## src/rtl/fetch_byte_queue.sv

```systemverilog
// Byte-granular circular queue feeding the x86-64 decoder window.
// Accepts 8-byte fetch words, retires decoder-consumed bytes.
module fetch_byte_queue #(
    parameter int DEPTH_BYTES  = 32,
    parameter int FILL_BYTES   = 8,
    parameter int WINDOW_BYTES = 15
) (
    input  logic                          clk,
    input  logic                          reset,
    input  logic                          flush,
    input  logic                          fill_valid,
    output logic                          fill_ready,
    input  logic [8*FILL_BYTES-1:0]       fill_data,
    output logic [0:8*WINDOW_BYTES-1]     window_data,
    output logic [3:0]                    window_bytes,
    input  logic [3:0]                    consume_bytes,
    output logic                          underflow_err
);

    localparam int PTR_W = $clog2(DEPTH_BYTES);
    localparam int CNT_W = $clog2(DEPTH_BYTES + 1);

    logic [7:0]       storage [DEPTH_BYTES];
    logic [PTR_W-1:0] head;
    logic [PTR_W-1:0] tail;
    logic [CNT_W-1:0] count;
    logic [CNT_W-1:0] count_next;
    logic             fill_fire;
    logic             cons_ok;

    // Handshake and consume legality, all from pre-update count
    always_comb begin
        fill_ready = !reset && !flush
                     && (count <= CNT_W'(DEPTH_BYTES - FILL_BYTES));
        fill_fire  = fill_valid && fill_ready;
        cons_ok    = (CNT_W'(consume_bytes) <= count);
        count_next = count
                     + (fill_fire ? CNT_W'(FILL_BYTES) : '0)
                     - (cons_ok ? CNT_W'(consume_bytes) : '0);
    end

    // Byte storage; fill word lands little-endian at tail
    always_ff @(posedge clk) begin
        if (fill_fire) begin
            for (int i = 0; i < FILL_BYTES; i++) begin
                storage[tail + PTR_W'(i)] <= fill_data[8*i +: 8];
            end
        end
    end

    // Pointers, occupancy and sticky underflow flag
    always_ff @(posedge clk) begin
        if (reset) begin
            head          <= '0;
            tail          <= '0;
            count         <= '0;
            underflow_err <= 1'b0;
        end else if (flush) begin
            head          <= '0;
            tail          <= '0;
            count         <= '0;
            underflow_err <= 1'b0;
        end else begin
            if (fill_fire) begin
                tail <= tail + PTR_W'(FILL_BYTES);
            end
            if (cons_ok) begin
                head <= head + PTR_W'(consume_bytes);
            end else begin
                underflow_err <= 1'b1;
            end
            count <= count_next;
        end
    end

    // Decode window: oldest byte first, unfilled slots forced to zero
    always_comb begin
        window_data = '0;
        for (int k = 0; k < WINDOW_BYTES; k++) begin
            if (!reset && (CNT_W'(k) < count)) begin
                window_data[8*k +: 8] = storage[head + PTR_W'(k)];
            end
        end
    end

    // Valid byte count presented to the decoder, saturated at window size
    always_comb begin
        window_bytes = '0;
        if (!reset) begin
            if (count >= CNT_W'(WINDOW_BYTES)) begin
                window_bytes = 4'(WINDOW_BYTES);
            end else begin
                window_bytes = count[3:0];
            end
        end
    end

endmodule

```

## config.mk

```make
export PLATFORM = sky130hd
export DESIGN_NAME = fetch_byte_queue
export DESIGN_NICKNAME = d
export VERILOG_FILES = /design/src/rtl/fetch_byte_queue.sv
export SDC_FILE = /design/constraint.sdc
export NUM_CORES = 1
export LEC_CHECK = 0
export BUFFER_PORTS_ARGS = -buffer_cell sky130_fd_sc_hd__buf_2
export CORE_ASPECT_RATIO = 1.1
export CORE_MARGIN = 1
export CORE_UTILIZATION = 30
export CTS_CLUSTER_DIAMETER = 150
export DETAILED_ROUTE_END_ITERATION = 10
export PLACE_DENSITY = 0.42
export SLEW_MARGIN = 5
export SYNTH_ARGS = -nofsm -noshare
export SYNTH_HDL_FRONTEND = slang
export SYNTH_SLANG_ARGS = --single-unit
```

## constraint.sdc

```tcl
create_clock -name clk -period 4.85 [get_ports clk]
set_clock_uncertainty 0.05 [all_clocks]
set_input_delay 0.485 -clock clk [delete_from_list [all_inputs] [get_ports clk]]
set_output_delay 0.485 -clock clk [all_outputs]
set_load 0.05 [all_outputs]
```

# Word-level counts from Yosys, hierarchy flattened
# Memory sizes are Yosys's and may differ from the RTL's. A register that Yosys moved wholly into a read port is not among the register bits.
# Cells that the tools add are included.
# W data, S select, Z words.
dict set report totals {
  regBits 17
  ram_bits 256
  input_bits 72
  output_inout_bits 126
  wordCells 92
  memories 1
}
# name words word_bits read_ports rd_clocked_by_memory_dff write_ports line
set mem_list {}
lappend mem_list {storage 32 8 15 1 8 23} ;# logic [7:0] storage [DEPTH_BYTES];
dict set report classes {
  add_sub_neg 25
  order_cmp 18
  n_mux 23
  n_reduce_logical 21
}
# cell n
set ops {}
lappend ops {{$mux W8} 15}
lappend ops {{$lt A4 B6 Y1 const A} 7}
lappend ops {{$add A5 B3 Y5 const B} 8}
lappend ops {{$add A5 B4 Y5 const B} 8}
lappend ops {{$lt A3 B6 Y1 const A} 4}
lappend ops {{$add A5 B2 Y5 const B} 4}
lappend ops {{$logic_and A1 B1 Y1} 18}
lappend ops {{$mux W4} 4}
lappend ops {{$lt A1 B6 Y1 const A} 2}
lappend ops {{$lt A2 B6 Y1 const A} 2}
lappend ops {{$add A5 B1 Y5 const B} 2}
lappend ops {{$mux W5} 2}
lappend ops {{$add A6 B4 Y6} 1}
lappend ops {{$ge A6 B4 Y1 const B} 1}
lappend ops {{$le A4 B6 Y1} 1}
lappend ops {{$le A6 B5 Y1 const B} 1}
lappend ops {{$sub A6 B4 Y6} 1}
lappend ops {{$add A5 B4 Y5} 1}
lappend ops {{$logic_not A1 Y1} 2}
lappend ops {{$mux W1} 2}
lappend ops {{$reduce_or A2 Y1} 1}

# Depth between registers and ports, before layout
dict set report depth {
  depth_word 7
  depth_mapped 16
  ltp_nobuf 15
}

# Least setup slack after synthesis
# Ideal clock, no wire load.
dict set report synth_path {
  path_kind {input-to-reg}
  startpoint {in reset}
  endpoint {mem storage[0][0] (enable)}
  setup_ns 0.429
  t_arrival_ns 3.999
  required_time_ns 4.371
  path_slack_ns 0.372
  cell_stages 3
  n_path_buf 0
  path_cell_list {or2_2 > a311oi_1 > and3_1}
}
# item line
set synth_rtl {}
lappend synth_rtl {{start, declared} 9} ;# input logic reset,
lappend synth_rtl {{end, declared} 23}

# Worst setup path in the final report
dict set report layout_path {
  startpoint {reg head[2]}
  endpoint {out window_data[52] (netlist bit)}
}
dict set report layout_between {
  elab_chain_len 3
}
# item line
set layout_rtl {}
lappend layout_rtl {{start, declared} 24} ;# logic [PTR_W-1:0] head;
lappend layout_rtl {{start signal, assigned} 68} ;# head <= head + PTR_W'(consume_bytes);
lappend layout_rtl {{$add A5 B3 Y5} 81} ;# window_data[8*k +: 8] = storage[head + PTR_W'(k)];
lappend layout_rtl {{$mem_v2 Z32 W8} n/a}
lappend layout_rtl {{$mux W8} 80} ;# if (!reset && (CNT_W'(k) < count)) begin
lappend layout_rtl {{end, declared} 14} ;# output logic [0:8*WINDOW_BYTES-1] window_data,
# No other way between the ends.

==> out/metrics.cfg <==
[status]
run_status=finished, final reports clean

[global_route]
grt_util_overall=0.251
overflow=0
pin_count_of_the_biggest_net_entering_global_routing=119
first_global_vias=20400
grt_pass1_wl_um=160000
antenna_violations_before_repair=6

[pwr]
internal_power_mw=7.74
worst_ir_drop_vdd_mv=0.247
clock_power_share=0.167
power.combinational.fraction=0.642
power.switching_mw=7.20
seqPwrFrac=0.191
cellLeakagePower_nw=10.1
swShare=0.482
total_power_mw=14.9
power_density_mw_per_mm2=501

[critical_path]
endpoint_kind=output port
timing.setup.critical_path_class=flip-flop to output port
worstPathRequired_ps=4320
timing.critical_path.from_type=flip-flop
cp_data_arrival_time_ps=4130
critPathMaxFanout=28

[final_layout]
filler_cell_count=8420
final_layout_size_suffix_gt1_frac=0.362
layout-area-overhead-vs-synth_pct=13.7
final_net_count=2232

[die]
die_width_um=284
initial_utilization=0.303
die-area_mm2=0.0886
die_y_um=312
fp-row-count=113
io_pins=198
design.core.area_mm2=0.0864

[logic_synthesis]
postSynthAreaPerCell_um2=13.1
synth.net_count=2106
synthDominantCellAreaShare=0.351
yosysSeqAreaShare=0.308
postSynth.topFlopCell=edfxtp_1
syn_area_mm2=0.0262
async_flop_share=0
netlist_instances=1997
synth.area.top_cells=mux4_2 35%, edfxtp_1 29%, mux2i_1 9.9%, nand2_1 4.2%, o221ai_1 1.9%
synth_warnings=0
ys_ff_latch=275
synth_enable_flop_cells=256
yosys.area.top_type=mux4_2
synth_cell_types=53

[clocking]
cts.sinks=275
clk_path_buf_depth=3
clk_latency_ps=610
post_cts.repair.setup_buffers=0
cts_max_level=1
tritoncts=built
cts.clk_slew.worst_paths_ps=80
cts_made_buffers=31
ctsRootBufferMaster=clkbuf_16
hold_buffers=0

[placed_design]
port_buffers=197
finalWeightedCongestion=0.933
hpwl_um=85800
pre_cts_ws_ps=696

[sta]
slew_headroom=0.222
rsz0062_at_grt=no
hold_viol_final=0
setup_tns_ps=0
final_max_slew_viols=0
fmax_mhz=214
fin_crit_ps=4660
measured_slew_at_the_worst_slew_check_pin_ps=1160
crit_share_post_route=0.962
setup_viol=0
finalWorstSetupSlack_ps=186

[job]
cap_viol_max_count=0

[detailed_routing]
drtIter0Drc=2569
totalWireLength_um=114000
routed_via_density=6.44
antenna_violating_nets_post_route=0
vias=21200
wl_per_cell_um=34.6
remaining_drc_errors=0
detail_route.first_pass.iterations=8

[hold_path]
min-delay-path-class=primary input to flip-flop

Yosys cell counts, drive strengths merged, types with 5 or more instances:
| cell type | count |
|---|---|
| mux4 | 409 |
| nand2 | 295 |
| mux2i | 260 |
| edfxtp | 256 |
| buf | 119 |
| a21oi | 100 |
| o221ai | 57 |
| clkbuf | 54 |
| o22ai | 50 |
| mux2 | 44 |
| inv | 39 |
| o211ai | 39 |
| ha | 34 |
| nor2 | 30 |
| xnor2 | 25 |
| dfxtp | 19 |
| a221o | 16 |
| or4 | 15 |
| nand3 | 13 |
| nand2b | 12 |
| a21o | 11 |
| xor2 | 11 |
| o22a | 10 |
| and2 | 9 |
| o21a | 9 |
| o21ai | 9 |
| nor2b | 8 |
| and3 | 7 |
| a311o | 6 |
| or2 | 5 |
state kept, by name, indices dropped and copies added (netlist names), named ones only:
| name | flops |
|---|---|
| count | 6 |
| underflow_err | 1 |
| storage | 256 |
| tail | 2 |
| head | 5 |
worst paths after layout:
| check | startpoint | to | slack, ps | cells past startpoint |
|---|---|---|---|---|
| max | head[2]$_SDFFE_PP0N_ | window_data[52] | 190 | 7 |
| min | fill_data[14] | storage[9][6]$_DFFE_PP_ | 40 | 1 |
| max reg2reg | count[1]$_SDFF_PP0_ | count[5]$_SDFF_PP0_ | 900 | 14 |
| min reg2reg | underflow_err$_SDFFE_PP0P_ | underflow_err$_SDFFE_PP0P_ | 470 | 2 |
cell type report:
type,count,area [um2],share of cell area
Timing Repair Buffer,266,1800,0.0603
Sequential cell,275,8090,0.271
Clock buffer,35,791,0.0265
Inverter,39,146,0.00491
Multi-Input combinational cell,1510,17300,0.579
Tap cell,1150,1440,0.0483
Clock inverter,19,268,0.00899
Antenna cell,3,7.51,0.000252
per-stage QoR:
| step | instances | util | cell area [um2] | hold slack [ps] |
|---|---|---|---|---|
| 2_1_floorplan | 1997 | - | 26200 | 468 |
| 3_3_place_gp | 3240 | 0.332 | 28700 | 460 |
| 3_5_place_dp | 3240 | 0.332 | 28700 | 463 |
| 4_1_cts | 3294 | 0.345 | 29800 | 6.33 |
| 5_1_grt | 3294 | 0.345 | 29800 | 37.2 |
| 6_report | 3297 | 0.345 | 29800 | 39.4 |
layer usage:
| metal | global-route usage | up-vias | routed length (um) |
|---|---|---|---|
| met5 | 0 | - | 0 |
| met4 | 0.0715 | 0 | 3640 |
| met3 | 0.0499 | 169 | 10800 |
| met2 | 0.405 | 1354 | 53400 |
| met1 | 0.342 | 11200 | 46100 |
| li1 | - | 8573 | - |
cells in the final DEF (no fill, tap or decap), types with 14 or more instances in the layout:
master     count
mux2_1        30
or4_1         15
ha_1          32
a221o_1       16
edfxtp_1     256
clkbuf_16     31
mux2_2        14
buf_4         54
mux2i_1      260
nand2_1      295
mux4_2       409
buf_2        190
nor2_1        30
buf_12        20
a21oi_1       98
o22ai_1       50
o211ai_1      39
o221ai_1      57
xnor2_1       16
inv_1         36
cell families (layout without fill, tap and decap cells):
logic type / after synthesis / in the layout / synth area share
fa+ha+maj: 37 / 37 / 0.0185
xor+xnor: 36 / 36 / 0.0129
simple gates: 404 / 404 / 0.0657
buf+inv: 212 / 359 / 0.0409
flops: 275 / 275 / 0.308
other cells: 0 / 3 / 0
compound gates: 320 / 320 / 0.0845
mux: 713 / 713 / 0.470
critical path, stage by stage, from the launching register on:
cell and delay, ps:
dfxtp_4 430, inv_2 230, ha_2 1000, buf_4 360, mux4_2 610, o211ai_1 210, o221ai_1 320, buf_2 330
power by group through the flow:
stage	Sequential, mW	Combinational, mW	Clock, mW
CTS	2.85	9.52	2.54
detailed placement	2.90	9.49	0
finish	2.86	9.59	2.49
floorplan	2.77	6.84	0
global placement	2.89	9.41	0
global route	2.86	10.1	2.63
timing repair:
| item | CTS | global route |
|---|---|---|
| endpoints found under the hold margin | 0 | 0 |
| endpoints found under the setup margin | 0 | 27 |
| gates resized for setup | 0 | 5 |
(Power assumes the default switching activity.)
